==> src/rtl/wb_unit_pkg.sv <==
// rtl/wb_unit_pkg.sv - shared codes and state type for the write-back stage
package wb_unit_pkg;

    // Result source select
    localparam logic [1:0] WB_SEL_ALU  = 2'b00;
    localparam logic [1:0] WB_SEL_LOAD = 2'b01;
    localparam logic [1:0] WB_SEL_PC4  = 2'b10;
    localparam logic [1:0] WB_SEL_CSR  = 2'b11;

    // Load size/sign encodings (funct3)
    localparam logic [2:0] LOAD_F3_LB  = 3'b000;
    localparam logic [2:0] LOAD_F3_LH  = 3'b001;
    localparam logic [2:0] LOAD_F3_LW  = 3'b010;
    localparam logic [2:0] LOAD_F3_LBU = 3'b100;
    localparam logic [2:0] LOAD_F3_LHU = 3'b101;

    typedef enum logic [1:0] {
        IDLE   = 2'd0,
        WRITE  = 2'd1,
        COMMIT = 2'd2,
        HALT   = 2'd3
    } wb_state_t;

endpackage

==> src/rtl/wb_load_ext.sv <==
// rtl/wb_load_ext.sv - load data field select and sign/zero extension
//   funct3  in  3   load size/sign code
//   offset  in  2   byte offset within the word
//   word    in  32  word-aligned load data
//   data    out 32  extended result (0 for unknown funct3)
module wb_load_ext
    import wb_unit_pkg::*;
(
    input  logic [2:0]  funct3,
    input  logic [1:0]  offset,
    input  logic [31:0] word,
    output logic [31:0] data
);

    logic [7:0]  byte_val;
    logic [15:0] half_val;

    always_comb begin
        byte_val = 8'd0;
        case (offset)
            2'd0: byte_val = word[7:0];
            2'd1: byte_val = word[15:8];
            2'd2: byte_val = word[23:16];
            2'd3: byte_val = word[31:24];
            default: byte_val = 8'd0;
        endcase
        // Halfwords are selected by offset[1] only; offset[0] is ignored.
        half_val = offset[1] ? word[31:16] : word[15:0];
    end

    always_comb begin
        data = 32'd0;
        case (funct3)
            LOAD_F3_LB:  data = {{24{byte_val[7]}}, byte_val};
            LOAD_F3_LBU: data = {24'd0, byte_val};
            LOAD_F3_LH:  data = {{16{half_val[15]}}, half_val};
            LOAD_F3_LHU: data = {16'd0, half_val};
            LOAD_F3_LW:  data = word;
            default:     data = 32'd0;
        endcase
    end

endmodule

==> src/rtl/wb_unit.sv <==
// rtl/wb_unit.sv - write-back stage: regfile write, PC commit, instret, ebreak halt
//   clk, rst                    clock, synchronous active-high reset
//   lsu_i_*                     retiring instruction fields, valid/ready handshake with wb_o_ready
//   write_back_o_reg_wen/rd/data regfile write port, asserted for one cycle
//   commit_o_valid/dnpc, commit_i_ready  next-PC handshake to the IFU
//   wb_o_halt                   sticky, set once ebreak retires
//   wb_o_instret                64-bit retired-instruction counter
module wb_unit
    import wb_unit_pkg::*;
#(
    parameter int XLEN       = 32,
    parameter int REG_ADDR_W = 5
) (
    input  logic                  clk,
    input  logic                  rst,
    input  logic                  lsu_i_valid,
    output logic                  wb_o_ready,
    input  logic                  lsu_i_reg_wen,
    input  logic [REG_ADDR_W-1:0] lsu_i_reg_rd,
    input  logic [1:0]            lsu_i_wb_sel,
    input  logic [XLEN-1:0]       lsu_i_alu_res,
    input  logic [XLEN-1:0]       lsu_i_mem_rdata,
    input  logic [XLEN-1:0]       lsu_i_csr_rdata,
    input  logic [2:0]            lsu_i_funct3,
    input  logic [XLEN-1:0]       lsu_i_pc,
    input  logic [XLEN-1:0]       lsu_i_dnpc,
    input  logic                  lsu_i_ebreak,
    output logic                  write_back_o_reg_wen,
    output logic [REG_ADDR_W-1:0] write_back_o_reg_rd,
    output logic [XLEN-1:0]       write_back_o_reg_data,
    output logic                  commit_o_valid,
    input  logic                  commit_i_ready,
    output logic [XLEN-1:0]       commit_o_dnpc,
    output logic                  wb_o_halt,
    output logic [63:0]           wb_o_instret
);

    wb_state_t state, state_next;

    logic                  wen_q;
    logic [REG_ADDR_W-1:0] rd_q;
    logic [1:0]            sel_q;
    logic [XLEN-1:0]       alu_q;
    logic [XLEN-1:0]       rdata_q;
    logic [XLEN-1:0]       csr_q;
    logic [2:0]            funct3_q;
    logic [XLEN-1:0]       pc_q;
    logic [XLEN-1:0]       dnpc_q;
    logic                  ebreak_q;

    logic [XLEN-1:0]       load_data;
    logic [XLEN-1:0]       result;
    logic                  accept;
    logic                  retire;

    wb_load_ext u_load_ext (
        .funct3 (funct3_q),
        .offset (alu_q[1:0]),
        .word   (rdata_q),
        .data   (load_data)
    );

    always_comb begin
        result = '0;
        case (sel_q)
            WB_SEL_ALU:  result = alu_q;
            WB_SEL_LOAD: result = load_data;
            WB_SEL_PC4:  result = pc_q + XLEN'(4);
            WB_SEL_CSR:  result = csr_q;
            default:     result = '0;
        endcase
    end

    always_ff @(posedge clk) begin
        if (rst) begin
            state <= IDLE;
        end else begin
            state <= state_next;
        end
    end

    // Every output is qualified by !rst so an instruction in flight when
    // reset arrives can neither write the regfile nor commit.
    always_comb begin
        state_next            = state;
        wb_o_ready            = 1'b0;
        write_back_o_reg_wen  = 1'b0;
        write_back_o_reg_rd   = '0;
        write_back_o_reg_data = '0;
        commit_o_valid        = 1'b0;
        commit_o_dnpc         = '0;
        wb_o_halt             = 1'b0;
        if (!rst) begin
            case (state)
                IDLE: begin
                    wb_o_ready = 1'b1;
                    if (lsu_i_valid) state_next = WRITE;
                end
                WRITE: begin
                    write_back_o_reg_wen  = wen_q && (rd_q != '0);
                    write_back_o_reg_rd   = rd_q;
                    write_back_o_reg_data = result;
                    state_next            = ebreak_q ? HALT : COMMIT;
                end
                COMMIT: begin
                    commit_o_valid = 1'b1;
                    commit_o_dnpc  = dnpc_q;
                    if (commit_i_ready) state_next = IDLE;
                end
                HALT: begin
                    wb_o_halt = 1'b1;
                end
                default: state_next = IDLE;
            endcase
        end
    end

    assign accept = lsu_i_valid && wb_o_ready;
    // An ebreak retires on its way into HALT since it never commits.
    assign retire = (commit_o_valid && commit_i_ready) ||
                    (!rst && state == WRITE && ebreak_q);

    always_ff @(posedge clk) begin
        if (rst) begin
            wen_q    <= 1'b0;
            rd_q     <= '0;
            sel_q    <= WB_SEL_ALU;
            alu_q    <= '0;
            rdata_q  <= '0;
            csr_q    <= '0;
            funct3_q <= '0;
            pc_q     <= '0;
            dnpc_q   <= '0;
            ebreak_q <= 1'b0;
        end else if (accept) begin
            wen_q    <= lsu_i_reg_wen;
            rd_q     <= lsu_i_reg_rd;
            sel_q    <= lsu_i_wb_sel;
            alu_q    <= lsu_i_alu_res;
            rdata_q  <= lsu_i_mem_rdata;
            csr_q    <= lsu_i_csr_rdata;
            funct3_q <= lsu_i_funct3;
            pc_q     <= lsu_i_pc;
            dnpc_q   <= lsu_i_dnpc;
            ebreak_q <= lsu_i_ebreak;
        end
    end

    always_ff @(posedge clk) begin
        if (rst) begin
            wb_o_instret <= 64'd0;
        end else if (retire) begin
            wb_o_instret <= wb_o_instret + 64'd1;
        end
    end

endmodule

==> config.mk <==
export PLATFORM = sky130hd
export DESIGN_NAME = wb_unit
export DESIGN_NICKNAME = d
export VERILOG_FILES = /design/src/rtl/wb_unit_pkg.sv /design/src/rtl/wb_load_ext.sv /design/src/rtl/wb_unit.sv
export SDC_FILE = /design/constraint.sdc
export NUM_CORES = 1
export LEC_CHECK = 0
export ABC_CLOCK_PERIOD_IN_PS = 2400
export BUFFER_PORTS_ARGS = -buffer_cell sky130_fd_sc_hd__buf_2
export CAP_MARGIN = 25
export CORE_MARGIN = 10
export CORE_UTILIZATION = 45
export CTS_CLUSTER_DIAMETER = 30
export CTS_CLUSTER_SIZE = 20
export DETAILED_ROUTE_END_ITERATION = 10
export PLACE_DENSITY_LB_ADDON = 0.2
export SLEW_MARGIN = 15
export SYNTH_ARGS = -nofsm -noshare
export SYNTH_HDL_FRONTEND = slang
export SYNTH_SLANG_ARGS = --single-unit
==> constraint.sdc <==
create_clock -name clk -period 2.4 [get_ports clk]
set_input_delay 0.48 -clock clk [delete_from_list [all_inputs] [get_ports clk]]
set_output_delay 0.48 -clock clk [all_outputs]
set_load 0.02 [all_outputs]
Word-level counts from Yosys, hierarchy flattened
Cells that the tools add are included.

storage, ports and cells
  RAM bits = 0
  bits in registers = 238
  ROM bits = 0
  memories kept = 0
  output and inout port bits = 137
  latch bits = 0

cells by class
  order comparisons = 0
  bitwise logic cells = 0
  reductions and logical operators = 14
  equal/unequal tests = 15
  shift-type cells = 0
  multipliers = 0
  div/mod/pow operators = 0
  muxes and demuxes = 22
  $add $sub $neg = 2

operators with widths
  operator                                              number
  case mux 32 bit (5 select lines)                      1
  2-to-1 mux 32 bit                                     4
  case mux 32 bit (4 select lines)                      1
  adder 64 x 1 -> 64 bit (second input constant)        1
  adder 32 x 3 -> 32 bit (second input constant)        1
  case mux 8 bit (4 select lines)                       1
  2-to-1 mux 16 bit                                     1
  equality test 2 bit (second input constant)           6
  2-to-1 mux 5 bit                                      2
  2-to-1 mux 1 bit                                      9
  equality test 2 x 1 -> 1 bit (second input constant)  3
  equality test 3 bit (second input constant)           2
  logical NOT 2 bit                                     3
  case mux 2 bit (3 select lines)                       1
  logical AND 1 bit                                     5
  nonzero test 5 bit                                    1
  2-to-1 mux 2 bit                                      2
  inequality test 2 bit (second input constant)         2
  equality test 3 x 1 -> 1 bit (second input constant)  1
  equality test 3 x 2 -> 1 bit (second input constant)  1
  logical NOT 3 bit                                     1
  AND reduction 3 bit                                   1
  nonzero test 3 bit                                    1
  logical NOT 1 bit                                     1
  logical OR 1 bit                                      1

Depth between registers and ports, before layout
Gate-level depths: netlist of the first run.

  depth in word-level cells = 6
  mapped depth = 8

Cells and area by module
Synthesis of the first run repeated with hierarchy kept, for this count alone.

unflattened totals
  cell total of the unflattened synthesis = 1536
  area total of the unflattened synthesis = 11992.8 µm²

by module, submodules not included
  module       area an instance (µm²)  sequential area each (µm²)  times used  cells an instance
  wb_unit      10926.7                 4764.6                      1           1408
  wb_load_ext  1066.0                  0.0                         1           128

Worst setup path after synthesis of the first run
No wires, ideal clock.

  path type = register -> output
  from = register pc_q[2]
  to = output write_back_o_reg_data[28]
  cell stages (with the launch flop) = 8
  arrival time = 2.110 ns
  required time = 1.920 ns
  path buffers = 1
  setup slack = -0.190 ns
  cells stage by stage = dfxtp_1 > ha_1 > nand3_1 > or4_1 > buf_2 > nor4_1 > o21ai_1 > a21oi_1

on the way
  word-level cells in the longest chain between the ends = 4

RTL lines
  what                              line            RTL
  from (decl)                       wb_unit.sv:47   logic [XLEN-1:0] pc_q;
  from (signal assigned)            wb_unit.sv:143  pc_q <= lsu_i_pc;
  adder 32 x 3 -> 32 bit            wb_unit.sv:68   WB_SEL_PC4: result = pc_q + XLEN'(4);
  case mux 32 bit (4 select lines)  wb_unit.sv:65   case (sel_q)
  2-to-1 mux 32 bit                 wb_unit.sv:94   case (state)
  2-to-1 mux 32 bit                 wb_unit.sv:93   if (!rst) begin
  to (decl)                         wb_unit.sv:30   output logic [XLEN-1:0] write_back_o_reg_data,

Every way passes these cells.

Worst setup path after layout of the first run
  from = register pc_q[9]
  to = output write_back_o_reg_data[28]

Same word-level chain as after synthesis.

==> flow_metrics.tcl, run 1 <==
set metrics [dict create \
    synth_xor_area_frac 0.0334 \
    yosysTopAreaCellShare 0.413 \
    fmax_mhz 331 \
    ys_types 59 \
    fillCellCount 2115 \
    io_buffer_count 312 \
    clock-sinks 238 \
    syn-cell-area_mm2 0.0115 \
    htree_levels 2 \
    crit_fanout 5 \
    met3_length_um 4040 \
    top_layer_used "met5" \
    synth_top_area_cell "dfxtp_1" \
    syn_to_final_growth_pct 48.1 \
    io_pins 313 \
    die-height_um 180 \
    timing.final.crit_share 1.26 \
    ys_seq_area_frac 0.413 \
    p_leak_nw 6.99 \
    die-area_mm2 0.0324 \
    place_ws_ns -0.176 \
    cp-end-kind "output port" \
    placed_area_mm2 0.0142 \
    grtUsageTotal 0.256 \
    setup_ws_ns -0.618 \
    grt_antenna_before_repair 9 \
    core_area_mm2 0.0252 \
    dr.pass1.iters 7 \
    drt-met1-wl_um 17900 \
    slew_headroom 0.415 \
    crit_path_top_delay_cell "or4_4" \
    initial_core_util 0.458 \
    die_width_um 180 \
    stdcell_area_mm2 0.0171 \
    gp_congestion 0.976 \
    finalSetupViolations 32 \
    grt_first_pass_wirelength_um 68400 \
    cp-start-kind "register" \
    fin_worst_skew_ns 0.0110 \
    drive_gt1_frac 0.339 \
    cp.required_ns 1.92 \
    synth_fa_ha_area_frac 0.00217 \
    worstPathArrival_ns 2.54 \
    cts_tree "done" \
    synth_top_family_by_area "simple AND/OR/NAND/NOR gates" \
    synth_common_cells "411 x nand2_1, 262 x a21oi_1, 238 x dfxtp_1" \
    maxCapViolCount 0 \
    yosys_most_used_dff "dfxtp_1" \
    via_per_inst 5.57 \
    rsz0062_at_grt "true" \
    cts_made_buffers 54 \
    violations "setup timing" \
    clk_pin_slew_worst_paths_ns 0.05 \
    syn_avg_cell_area_um2 7.40 \
    drt_wl_total_um 44800 \
    path_class "reg2out" \
    wl_met2_um 21200 \
    synth_mux_area_frac 0.0139 \
    crit_chain "nand4_1, or4_4, buf_6, nor4_4, o21ai_2, a21oi_2, buf_6" \
    yosys.area_share.simple 0.290 \
    synth_area_leaders "dfxtp_1 41%, nand2_1 13%, a21oi_1 11%" \
    synth_edf_count 0 \
    wl_per_cell_um 19.2 \
    path_common_cell "buf_6" \
    ir_drop_mv 1.07 \
    placementRows 58 \
    tightest_slew_ns 0.878 \
    yosysWarnings 0 \
    syn_nets 1736 \
    yosysMostFrequentCell "nand2_1" \
    grt_pass1_vias 12800 \
    ys_async_sr_fraction 0 \
    grt_max_degree 97 \
    final-hold-violation-count 0 \
    synth_compound_area_frac 0.201 \
    dp_hpwl_um 32200 \
    maxSlewViolCount 0 \
    ant_nets 0 \
    fin_crit_ns 3.02 \
    root_buffer "clkbuf_16" \
    synthCells 1558 \
    final_nets 2137 \
    grt-ovfl-total 0 \
    clock_path_buffers 3 \
    insertion_delay_ns 0.56 \
    route.detailed.drc 0 \
    vias 13000 \
    outcome "complete, but fails checks" \
    ys_ff_latch 238 \
    max_stage_delay_ns 0.56 \
    drt_iter0_drc 960 \
    cts_hold_buffers 0 \
    power_density_mw_per_mm2 783 \
    hold_path.class "in2reg" \
]
[metrics by stage]
step	utilization	power, mW	cells	setup TNS, ns	hold slack (ns)
floorplan	-	5.07	1558	-0.0777	0.432
global placement	0.563	5.64	2209	-0.842	0.437
detailed placement	0.563	5.67	2209	-1.53	0.442
CTS	0.662	13.3	2319	-14.04	0.151
global route	0.678	13.8	2334	-15.65	0.160
finish	0.678	13.4	2338	-13.93	0.158
[flip-flops by register name, indices dropped and copies added (netlist names), 3 cells and up]
signal        flops
wb_o_instret     64
alu_q            32
csr_q            32
dnpc_q           32
pc_q             32
rdata_q          32
rd_q              5
funct3_q          3
[power by group]
part,switching [mW],total [mW],internal (mW)
clock network,2.44,7.58,5.14
logic,0.838,1.46,0.623
registers,0.171,4.34,4.17
total,3.45,13.4,9.93
[worst paths after layout]
check,from,end,slack [ns],cells after the start
worst min register to register,dnpc_q[27],dnpc_q[27],0.45,2
worst max-delay path,pc_q[9],write_back_o_reg_data[28],-0.62,7
worst max register to register,wb_o_instret[22],wb_o_instret[43],0.18,7
worst min-delay path,lsu_i_mem_rdata[20],rdata_q[20],0.16,3
[critical path, delay by kind of cell (launching register included)]
family / cells / cell delay [ns]
AO/OA/AOI/OAI: 2 / 0.31
flip-flops: 1 / 0.33
buffers and inverters: 2 / 0.32
AND/OR/NAND/NOR: 3 / 1.03
[layer usage]
layer	GRT usage	vias up
met5	0	-
met4	0.115	10
met3	0.0797	119
met2	0.420	537
met1	0.301	6102
li1	-	6262
[timing repair]
item,in CTS,in global routing
gates cloned,2,0
pin swaps,51,48
setup buffers,9,16
hold endpoints to repair,0,0
endpoints found under the setup margin,64,50
resized for setup,134,73
[cell type report]
cell class	instances	area (um^2)	share of cell area
well taps	330	413	0.0242
multi-input cells	1183	6820	0.400
clock inverters	31	409	0.0240
flip-flops and latches	238	4800	0.281
clock buffers	69	1490	0.0871
repair buffers	455	3030	0.177
diodes	5	12.5	0.000732
inverters	27	101	0.00593
[cells in the final DEF (no fill, tap or decap), types with 41 or more instances in the layout]
cell / count
clkbuf_16: 54
and2_1: 43
buf_2: 277
a21oi_1: 245
nor2_1: 50
o21ai_0: 63
dfxtp_1: 218
nand2_1: 405
buf_4: 125
buf_6: 41
[cells by family after synthesis]
logic type | Yosys count
and+or+nand+nor | 705
AOI/OAI and AO/OA | 416
DFF | 238
buffers and inverters | 137
xor gates and xnor gates | 44
muxes | 16
adders and majority gates | 2
Note: power is estimated with default switching activity, not from simulation.
==> inputs of run 2 (changes only) <==
--- a/config.mk
+++ b/config.mk
@@ -17,4 +17,5 @@
 export SLEW_MARGIN = 15
 export SYNTH_ARGS = -nofsm -noshare
 export SYNTH_HDL_FRONTEND = slang
+export SYNTH_HIERARCHICAL = 1
 export SYNTH_SLANG_ARGS = --single-unit
==> run 2 against run 1 <==
  * The flow still finishes with violations (setup timing)
  * Register-to-register slack got worse by 0.14 ns
  * Routed wire length rose by 3.3%
  * Setup slack got worse by 0.16 ns
  * First-iteration DRC count rose by 5.1%
  * Die area rose by 3.6%
  * Total power rose by 8.0%
  * Hold slack got worse by 0.0094 ns
  * Clock power rose by 11%
  * Combinational power rose by 13%
  * Highest routed layer unchanged
==> flow_metrics.tcl, run 2 <==
set metrics [dict create \
    setup_ws_ns -0.783 \
    drive_gt1_frac 0.402 \
    largest_register_ffs 64 \
    grtUsageTotal 0.256 \
    power_density_mw_per_mm2 778 \
    largest-register "wb_o_instret" \
    tightest_slew_ns 0.865 \
    yosysTopAreaCellShare 0.397 \
    wl_per_cell_um 19.4 \
    syn_nets 1714 \
    utilization 0.710 \
    die_width_um 183 \
    synth_edf_count 0 \
    fin_worst_skew_ns 0.0254 \
    stdcell_area_mm2 0.0186 \
    vias 13200 \
    cp-start-kind "register" \
    htree_levels 2 \
    finalSetupViolations 32 \
    timing.final.crit_share 1.33 \
    route.detailed.drc 0 \
    cp-end-kind "output port" \
    drt_wl_total_um 46300 \
    syn_avg_cell_area_um2 7.81 \
    ys_ff_latch 238 \
    insertion_delay_ns 0.57 \
    ir_drop_mv 0.813 \
    grt_first_pass_wirelength_um 70100 \
    outcome "complete, but fails checks" \
    synthCells 1536 \
    synth_common_cells "380 x nand2_1, 238 x dfxtp_1, 229 x a21oi_1" \
    cts_hold_buffers 0 \
    cp.required_ns 1.92 \
    placed_area_mm2 0.0151 \
    dr.pass1.iters 5 \
    io_pins 313 \
    maxSlewViolCount 0 \
    die-height_um 183 \
    drt_iter0_drc 1009 \
    path_class "reg2out" \
    yosysWarnings 6 \
    final_common_cell "nand2_1" \
    core_area_mm2 0.0261 \
    grt-ovfl-total 0 \
    yosysMostFrequentCell "nand2_1" \
    syn_to_final_growth_pct 54.7 \
    hold_path.class "in2reg" \
    clock_path_buffers 3 \
    die-area_mm2 0.0336 \
    cts_made_buffers 59 \
    placementRows 59 \
    final_nets 2176 \
    place_ws_ns -0.322 \
    violations "setup timing" \
    syn-cell-area_mm2 0.0120 \
    maxCapViolCount 0 \
    yosys_most_used_dff "dfxtp_1" \
    place_inst 2255 \
    clk_pin_slew_worst_paths_ns 0.04 \
    fmax_mhz 314 \
    gp_congestion 0.965 \
    ys_seq_area_frac 0.397 \
    slew_headroom 0.423 \
    instances_no_fill 2392 \
    ys_async_sr_fraction 0 \
    grt_max_degree 172 \
    synth_top_area_cell "dfxtp_1" \
    cts_tree "done" \
    synth_area_leaders "dfxtp_1 40%, nand2_1 12%, a21oi_1 9.6%" \
    rsz0062_at_grt "true" \
    final-hold-violation-count 0 \
    mostFrequentLayoutCells "378 x nand2_1, 252 x buf_2, 222 x dfxtp_1" \
    via_per_inst 5.52 \
    dp_hpwl_um 32100 \
    ant_nets 0 \
    p_leak_nw 7.51 \
    root_buffer "clkbuf_16" \
    clock-sinks 238 \
    io_buffer_count 312 \
    grt_pass1_vias 13000 \
    worstPathArrival_ns 2.70 \
    ys_types 70 \
    crit_fanout 10 \
    fin_crit_ns 3.18 \
    initial_core_util 0.459 \
    grt_antenna_before_repair 10 \
]
[run 2: changes by cell type after synthesis, moves of 8 or more]
| cell | change |
|---|---|
| a211oi_1 | +18 |
| inv_1 | -8 |
| a22oi_1 | +14 |
| nand2_1 | -31 |
| o21ai_0 | -43 |
| mux2_2 | +20 |
| xnor2_1 | +25 |
| buf_6 | +8 |
| nand4_1 | -10 |
| a21oi_1 | -33 |
| xor2_1 | -8 |
[run 2: final timing paths]
kind	startpoint	end	slack, ns	cells past startpoint
setup / recovery	alu_q[1]	write_back_o_reg_data[5]	-0.78	8
hold / removal	lsu_i_dnpc[12]	dnpc_q[12]	0.15	3
setup reg to reg	wb_o_instret[3]	wb_o_instret[54]	0.04	5
hold reg to reg	dnpc_q[14]	dnpc_q[14]	0.45	2
[run 2: critical path: stages (launching register included)]
cell,delay (ns)
dfxtp_4,0.35
buf_6,0.14
buf_4,0.15
nand2b_4,0.11
o221ai_2,0.11
a222oi_1,0.65
mux4_2,0.38
and2_4,0.14
buf_6,0.11
[run 2: stage by stage]
stage / hold slack (ns) / TNS [ns] / power (mW)
6_report: 0.149 / -20.96 / 14.4
5_1_grt: 0.138 / -23.71 / 14.9
2_1_floorplan: 0.432 / -0.0958 / 5.16
3_3_place_gp: 0.437 / -6.92 / 5.78
3_5_place_dp: 0.442 / -7.33 / 5.80
4_1_cts: 0.132 / -20.00 / 14.4
[run 2: area by class of cell]
class                   count  area (um^2)
flip-flops and latches    238         4800
inverters                  20         75.1
repair buffers            519         3710
diodes                      9         22.5
clock inverters            37          509
well taps                 335          419
fillers                  2073         7580
multi-input cells        1160         7380
clock buffers              74         1640
[run 2: repair_timing]
item,4_1_cts,5_1_grt
endpoints found under the setup margin,70,75
setup buffers,9,10
gates cloned,3,2
pin swaps,47,30
resized for setup,155,144
[run 2: layer usage]
layer  vias to the layer above  share of wire  GRT usage
met3                        93          0.080     0.0719
li1                       6371              -          -
met4                         4          0.029     0.0925
met2                       505           0.48      0.419
met5                         -        0.00069          0
met1                      6232           0.41      0.316
[run 2: cells by family (layout without fill, tap and decap cells)]
kind of cell,count (synthesis),in the layout,share of synthesized area
xor gates and xnor gates,61,61,0.0445
adders and majority gates,2,2,0.00209
and+or+nand+nor,684,684,0.273
muxes,49,49,0.0507
AOI/OAI and AO/OA,363,364,0.181
DFF,238,238,0.397
other,0,9,0
buffers and inverters,139,650,0.0512
[run 2: report_power, final]
part | switching, mW | total, mW | internal [mW] | leakage [nW]
Clock | 2.48 | 8.45 | 5.97 | 1.03
Combinational | 0.914 | 1.65 | 0.736 | 4.53
Sequential | 0.178 | 4.34 | 4.17 | 1.95
Total | 3.57 | 14.4 | 10.9 | 7.51
